File: src/rtl/seq_prio_encode.sv
// seq_prio_encode: walks a 128-bit request vector, emitting each set bit's index.
// Define SEQ_PRIO_MSB_FIRST_EN for highest-index-first order.
module seq_prio_encode (
  input  logic         clk,
  input  logic         rst,
  input  logic         load,
  input  logic [127:0] vec_in,
  output logic         in_ready,
  output logic         valid,
  output logic [6:0]   idx,
  input  logic         out_ready,
  output logic         done,
  output logic [7:0]   count
);

  typedef enum logic {
    IDLE = 1'b0,
    EMIT = 1'b1
  } state_e;

  state_e       state_q, state_d;
  logic [127:0] pending_q, pending_d;
  logic [7:0]   count_q, count_d;
  logic         done_q, done_d;
  logic [6:0]   sel;
  logic [127:0] rest;

  // Last matching bit in scan order wins.
  always_comb begin
    sel = '0;
`ifdef SEQ_PRIO_MSB_FIRST_EN
    for (int i = 0; i < 128; i++)
      if (pending_q[i]) sel = 7'(i);
`else
    for (int i = 127; i >= 0; i--)
      if (pending_q[i]) sel = 7'(i);
`endif
  end

  assign rest = pending_q & ~(128'd1 << sel);

  always_comb begin
    state_d   = state_q;
    pending_d = pending_q;
    count_d   = count_q;
    done_d    = 1'b0;
    case (state_q)
      IDLE: begin
        if (load) begin
          pending_d = vec_in;
          count_d   = '0;
          if (|vec_in) state_d = EMIT;
          else         done_d  = 1'b1;
        end
      end
      EMIT: begin
        if (out_ready) begin
          pending_d = rest;
          count_d   = count_q + 8'd1;
          if (rest == '0) begin
            state_d = IDLE;
            done_d  = 1'b1;
          end
        end
      end
      default: state_d = IDLE;
    endcase
  end

  always_ff @(posedge clk or posedge rst) begin
    if (rst) begin
      state_q   <= IDLE;
      pending_q <= '0;
      count_q   <= '0;
      done_q    <= 1'b0;
    end else begin
      state_q   <= state_d;
      pending_q <= pending_d;
      count_q   <= count_d;
      done_q    <= done_d;
    end
  end

  assign in_ready = (state_q == IDLE);
  assign valid    = (state_q == EMIT);
  assign idx      = valid ? sel : 7'd0;
  assign done     = done_q;
  assign count    = count_q;

endmodule

File: config.mk
export PLATFORM = sky130hd
export DESIGN_NAME = seq_prio_encode
export DESIGN_NICKNAME = d
export VERILOG_FILES = /design/src/rtl/seq_prio_encode.sv
export SDC_FILE = /design/constraint.sdc
export NUM_CORES = 1
export LEC_CHECK = 0
export BUFFER_PORTS_ARGS = -buffer_cell sky130_fd_sc_hd__buf_2
export CORE_AREA = 2 2 155 157
export CTS_BUF_LIST = sky130_fd_sc_hd__clkbuf_8 sky130_fd_sc_hd__clkbuf_16
export DETAILED_ROUTE_END_ITERATION = 7
export DIE_AREA = 0 0 157 159
export PLACE_DENSITY = 0.67
export REMOVE_ABC_BUFFERS = 1
export SLEW_MARGIN = 20
export SYNTH_ARGS = -nofsm -noshare
export SYNTH_HDL_FRONTEND = slang
export SYNTH_SLANG_ARGS = --single-unit
File: constraint.sdc
create_clock -name clk -period 13.2 [get_ports clk]
set_clock_uncertainty 0.15 [all_clocks]
set_input_delay 3.3 -clock clk [delete_from_list [all_inputs] [get_ports clk]]
set_output_delay 3.3 -clock clk [all_outputs]
set_load 0.01 [all_outputs]
Word-level counts from Yosys, hierarchy flattened. Index checks and enable logic that the tools add are counted.

Flip-flop bits (word level): 138. Input port bits: 132. Output and inout port bits: 18.

Add/sub/neg operators: 1. Equal/unequal tests: 2. Shift-type cells: 1. Multiplexer cells: 145. Bitwise gates (word level): 3. Reduce and logical (&&, ||, !) cells: 3.

Operators by type and width (number): 7-bit two-way mux (129); 128-bit two-way mux (2); 128-bit case mux with 2 select lines (1); 128-bit AND (1); 128-bit zero test (1); 128-bit NOT (1); 128-bit OR reduction (1); 1-bit by 7-bit << shifter with 128-bit output (first input constant) (1); 8-bit two-way mux (2); 8-bit case mux with 2 select lines (1); 8-bit by 1-bit adder with 8-bit output (second input constant) (1); 1-bit two-way mux (8); 2-bit inequality test (second input constant) (2); 1-bit case mux with 2 select lines (2); 2-bit AND reduction (1); 1-bit NOT (1).

Logic depth before layout (Yosys ltp).
Depth after elaboration: 135. Depth in mapped cells: 16.

Least setup slack after synthesis. Ideal clock, no wire load.

Path kind: flip-flop to output port. Start: reg pending_q[56]. End: out idx[2]. Data arrival time: 2.429 ns. Data required time: 9.750 ns. Slack: 7.321 ns. Stages on the path, launching flop included: 9. Buffers on the path: 2. Path through: dfrtp_1 -> or4_1 -> a31oi_1 -> o2111ai_1 -> a221oi_2 -> o21ai_4 -> buf_2 -> clkbuf_1 -> nor2_1.

Longest elaborated chain between the ends: 58.

RTL lines: start: declaration (line 22) `logic [127:0] pending_q, pending_d;`; start signal: assignment (line 78) `pending_q <= pending_d;`; 7-bit two-way mux (57 in a row) (line 36) `if (pending_q[i]) sel = 7'(i);`; 7-bit two-way mux (line 86) `assign idx = valid ? sel : 7'd0;`; end: declaration (line 10) `output logic [6:0] idx,`.

Every way passes these cells.

Final worst setup path.
Start: reg pending_q[51]. End: out idx[0].

Longest elaborated chain between the ends: 53.

RTL lines (line): 7-bit two-way mux (52 in a row) (36); 7-bit two-way mux (86).

Every way passes these cells.

==> results.sh <==
export IMPL_synth_largest_area_cell="dfrtp_1"
export IMPL_global_route_total_overflow=0
export IMPL_critPathMaxStageDelay_ns=0.80
export IMPL_remaining_drcs=0
export IMPL_timing_critical_path_arrival_ns=3.87
export IMPL_reg_clk_slew_reported_paths_ns=0.07
export IMPL_max_slew_worst_pin_slew_ns=1.20
export IMPL_cts_root_buffer="clkbuf_16"
export IMPL_path_cells="nor3_1 -> nor3b_1 -> a2111oi_0 -> and4b_1 -> a21oi_1 -> o211ai_2 -> buf_4 -> nand2b_1 -> nor2_1 -> buf_2"
export IMPL_largest_net_degree_at_the_start_of_global_routing=77
export IMPL_design_die_area_um2=25000
export IMPL_diodes=0
export IMPL_detailedRoute_firstPassIterationCount=6
export IMPL_port_buffers=149
export IMPL_maxClockFrequency_ghz=0.137
export IMPL_final_routed_wire_length_divided_by_cell_count_um=33.9
export IMPL_synth_async_sr_flop_share_pct=100
export IMPL_synth_top_area_share_pct=33.5
export IMPL_finalHoldViolCount=0
export IMPL_synth_edff_count=0
export IMPL_static_leakage_power_uw=0.00460
export IMPL_max_slew_margin_pct=17.7
export IMPL_ys_seq_area_share_pct=33.5
export IMPL_cp_required_ns=9.75
export IMPL_routed_antenna_nets=0
export IMPL_post_dp_cell_area_um2=11400
export IMPL_final_setup_tns_ns=0
export IMPL_cts_buffers=17
export IMPL_finalSetupViolations=0
export IMPL_power_ir_vdd_worst_mv=0.149
export IMPL_cells_after_synthesis=1285
export IMPL_post_synth_num_cell_types=89
export IMPL_synth_top_cells_by_area="dfrtp_1 34%, mux2i_1 7.1%, a21oi_1 5.6%, nor4_1 4.9%, nor2_1 4.8%"
export IMPL_worstSkewPairLatency_ns=0.45
export IMPL_report_final_slew_viol_count=0
export IMPL_via_per_inst=7.29
export IMPL_final_min_clock_period_ns=7.32
export IMPL_fp_row_count=56
export IMPL_post_cts_resized=0
export IMPL_holdCritPathClass="flip-flop to flip-flop"
export IMPL_postLayoutCoreUtil_pct=51.8
export IMPL_hold_slack_ns=0.350
export IMPL_die_h_um=159
export IMPL_syn2layout_area_growth_pct=16.5
export IMPL_io_pins=150
export IMPL_cts_tree="yes"
export IMPL_syn_area_per_cell_um2=8.02
export IMPL_synth_area_um2=10300
export IMPL_final_cell_area_um2=12000
export IMPL_clock_tree_buffer_depth=2
export IMPL_gr_usage_all_layers_pct=47.3
export IMPL_antenna_violations_before_repair=2
export IMPL_finalWeightedCongestion=1.10
export IMPL_place_detailed_hpwl_um=44800
export IMPL_detailedRoute_firstIterationViolations=1998
export IMPL_grt_pass1_wl_um=85400
export IMPL_timing_max_cap_violations=0
export IMPL_yosys_most_used_dff="dfrtp_1"
export IMPL_status="complete, no violations"
export IMPL_synth_most_common_cell="dfrtp_1"
export IMPL_buffer_count_from_post_cts_setup_fixing=0
export IMPL_netlist_top_cells_count="138 x dfrtp_1, 131 x nor2_1, 116 x a21oi_1, 116 x nand2_1, 87 x o21ai_0"
export IMPL_post_route_period_util_pct=55.5
export IMPL_power_density_nw_per_um2=284
export IMPL_synth_yosys_warnings=0
export IMPL_design_core_area_um2=23200
export IMPL_cts_hold_repair_buffers=0
export IMPL_setup_worst_path_start_class="flip-flop"
export IMPL_initial_utilization_pct=44.4
export IMPL_wl_um=59300
export IMPL_cts_h_tree_depth=4
export IMPL_grt_pass1_vias=12200
export IMPL_drive_above_1_share_pct=17.9
export IMPL_worstPathMaxFanout=10
export IMPL_rrSetupSlack_ns=7.44
export IMPL_critical_path_endpoint_type="output pin"
export IMPL_fp_dieW_um=157
export IMPL_layout_nets=1550
export IMPL_timing_setup_critical_path_class="flip-flop to output pin"
export IMPL_timing_critical_path_slowest_stage_cell="nor3b_1"
export IMPL_route_vias_total=12700
export IMPL_number_of_synthesized_register_bits=138
export IMPL_setup_repair_after_global_routing_missed_its_margin="false"
export IMPL_numClockSinks=138
[final cells by class]
cell class | instances | area [um^2]
clock inverters | 15 | 151
well taps | 319 | 399
fillers | 2270 | 11200
flip-flops and latches | 138 | 3450
inverters | 40 | 155
multi-input cells | 1042 | 6460
clock buffers | 17 | 425
repair buffers | 178 | 963
[flip-flops by register name, indices dropped and copies added, names as in the netlist]
| name | flops |
|---|---|
| pending_q | 128 |
| count | 8 |
| done | 1 |
| valid | 1 |
[metrics by stage]
stage                     total power, uW  cells  worst slack, ns
after detailed placement             2760   1717             6.71
final                                3420   1749             5.88
after CTS                            3260   1749             6.21
after global placement               2780   1717             6.65
after floorplan                      1610   1220             2.73
after global routing                 3430   1749             5.93
[per-layer routing]
layer / part of all wire [%] / track usage, %
met2: 42 / 68.0
met1: 38 / 62.5
met4: 8.0 / 31.4
met5: 0 / 0
met3: 12 / 12.1
[cell families (layout without fill, tap and decap cells)]
kind of cell / Yosys count / after routing / synth area share, %
compound gates: 433 / 433 / 28.2
xor+xnor: 2 / 2 / 0.170
fa+ha+maj: 1 / 1 / 0.121
buf+inv: 105 / 250 / 4.10
flops: 138 / 138 / 33.5
mux: 73 / 73 / 7.09
simple gates: 533 / 533 / 26.8
[where the power goes]
group	leakage, uW	switching, uW	internal [uW]	total [uW]
Sequential	0.00172	187	500	687
Clock	0.000284	224	279	502
Combinational	0.00259	1740	492	2230
[worst paths after layout]
path / start / to / depth (start not counted)
max: pending_q[51] / idx[0] / 10
min: count[7] / count[7] / 1
max reg2reg: pending_q[51] / done / 14
min reg2reg: count[7] / count[7] / 1
max in group asynchronous: rst / pending_q[81] / 3
min in group asynchronous: rst / pending_q[19] / 2
[critical path, delay by kind of cell, from the launching register on]
| kind | cells | cell delay [ns] |
|---|---|---|
| buffers and inverters | 2 | 0.40 |
| AOI/OAI and AO/OA | 3 | 0.69 |
| and+or+nand+nor | 5 | 1.77 |
| DFF | 1 | 0.55 |
[layout by cell type, fill, tap and decap left out, types with 9 or more instances in the layout]
master and instances:
nor3_1 58, o21ai_0 87, nand2_1 116, a221oi_1 10, clkbuf_16 17, o22ai_1 10
buf_2 149, inv_1 42, or3_1 11, or4_1 13, nor4_1 80, o211ai_1 12
nor2_1 126, o31ai_1 21, a21oi_1 116, a22o_1 25, a211oi_1 9, nand4_1 36
dfrtp_1 138, mux2i_1 73, a31oi_1 33, buf_4 29, nand3_1 25, o31a_1 9
Note: power is estimated with default switching activity, not from simulation.
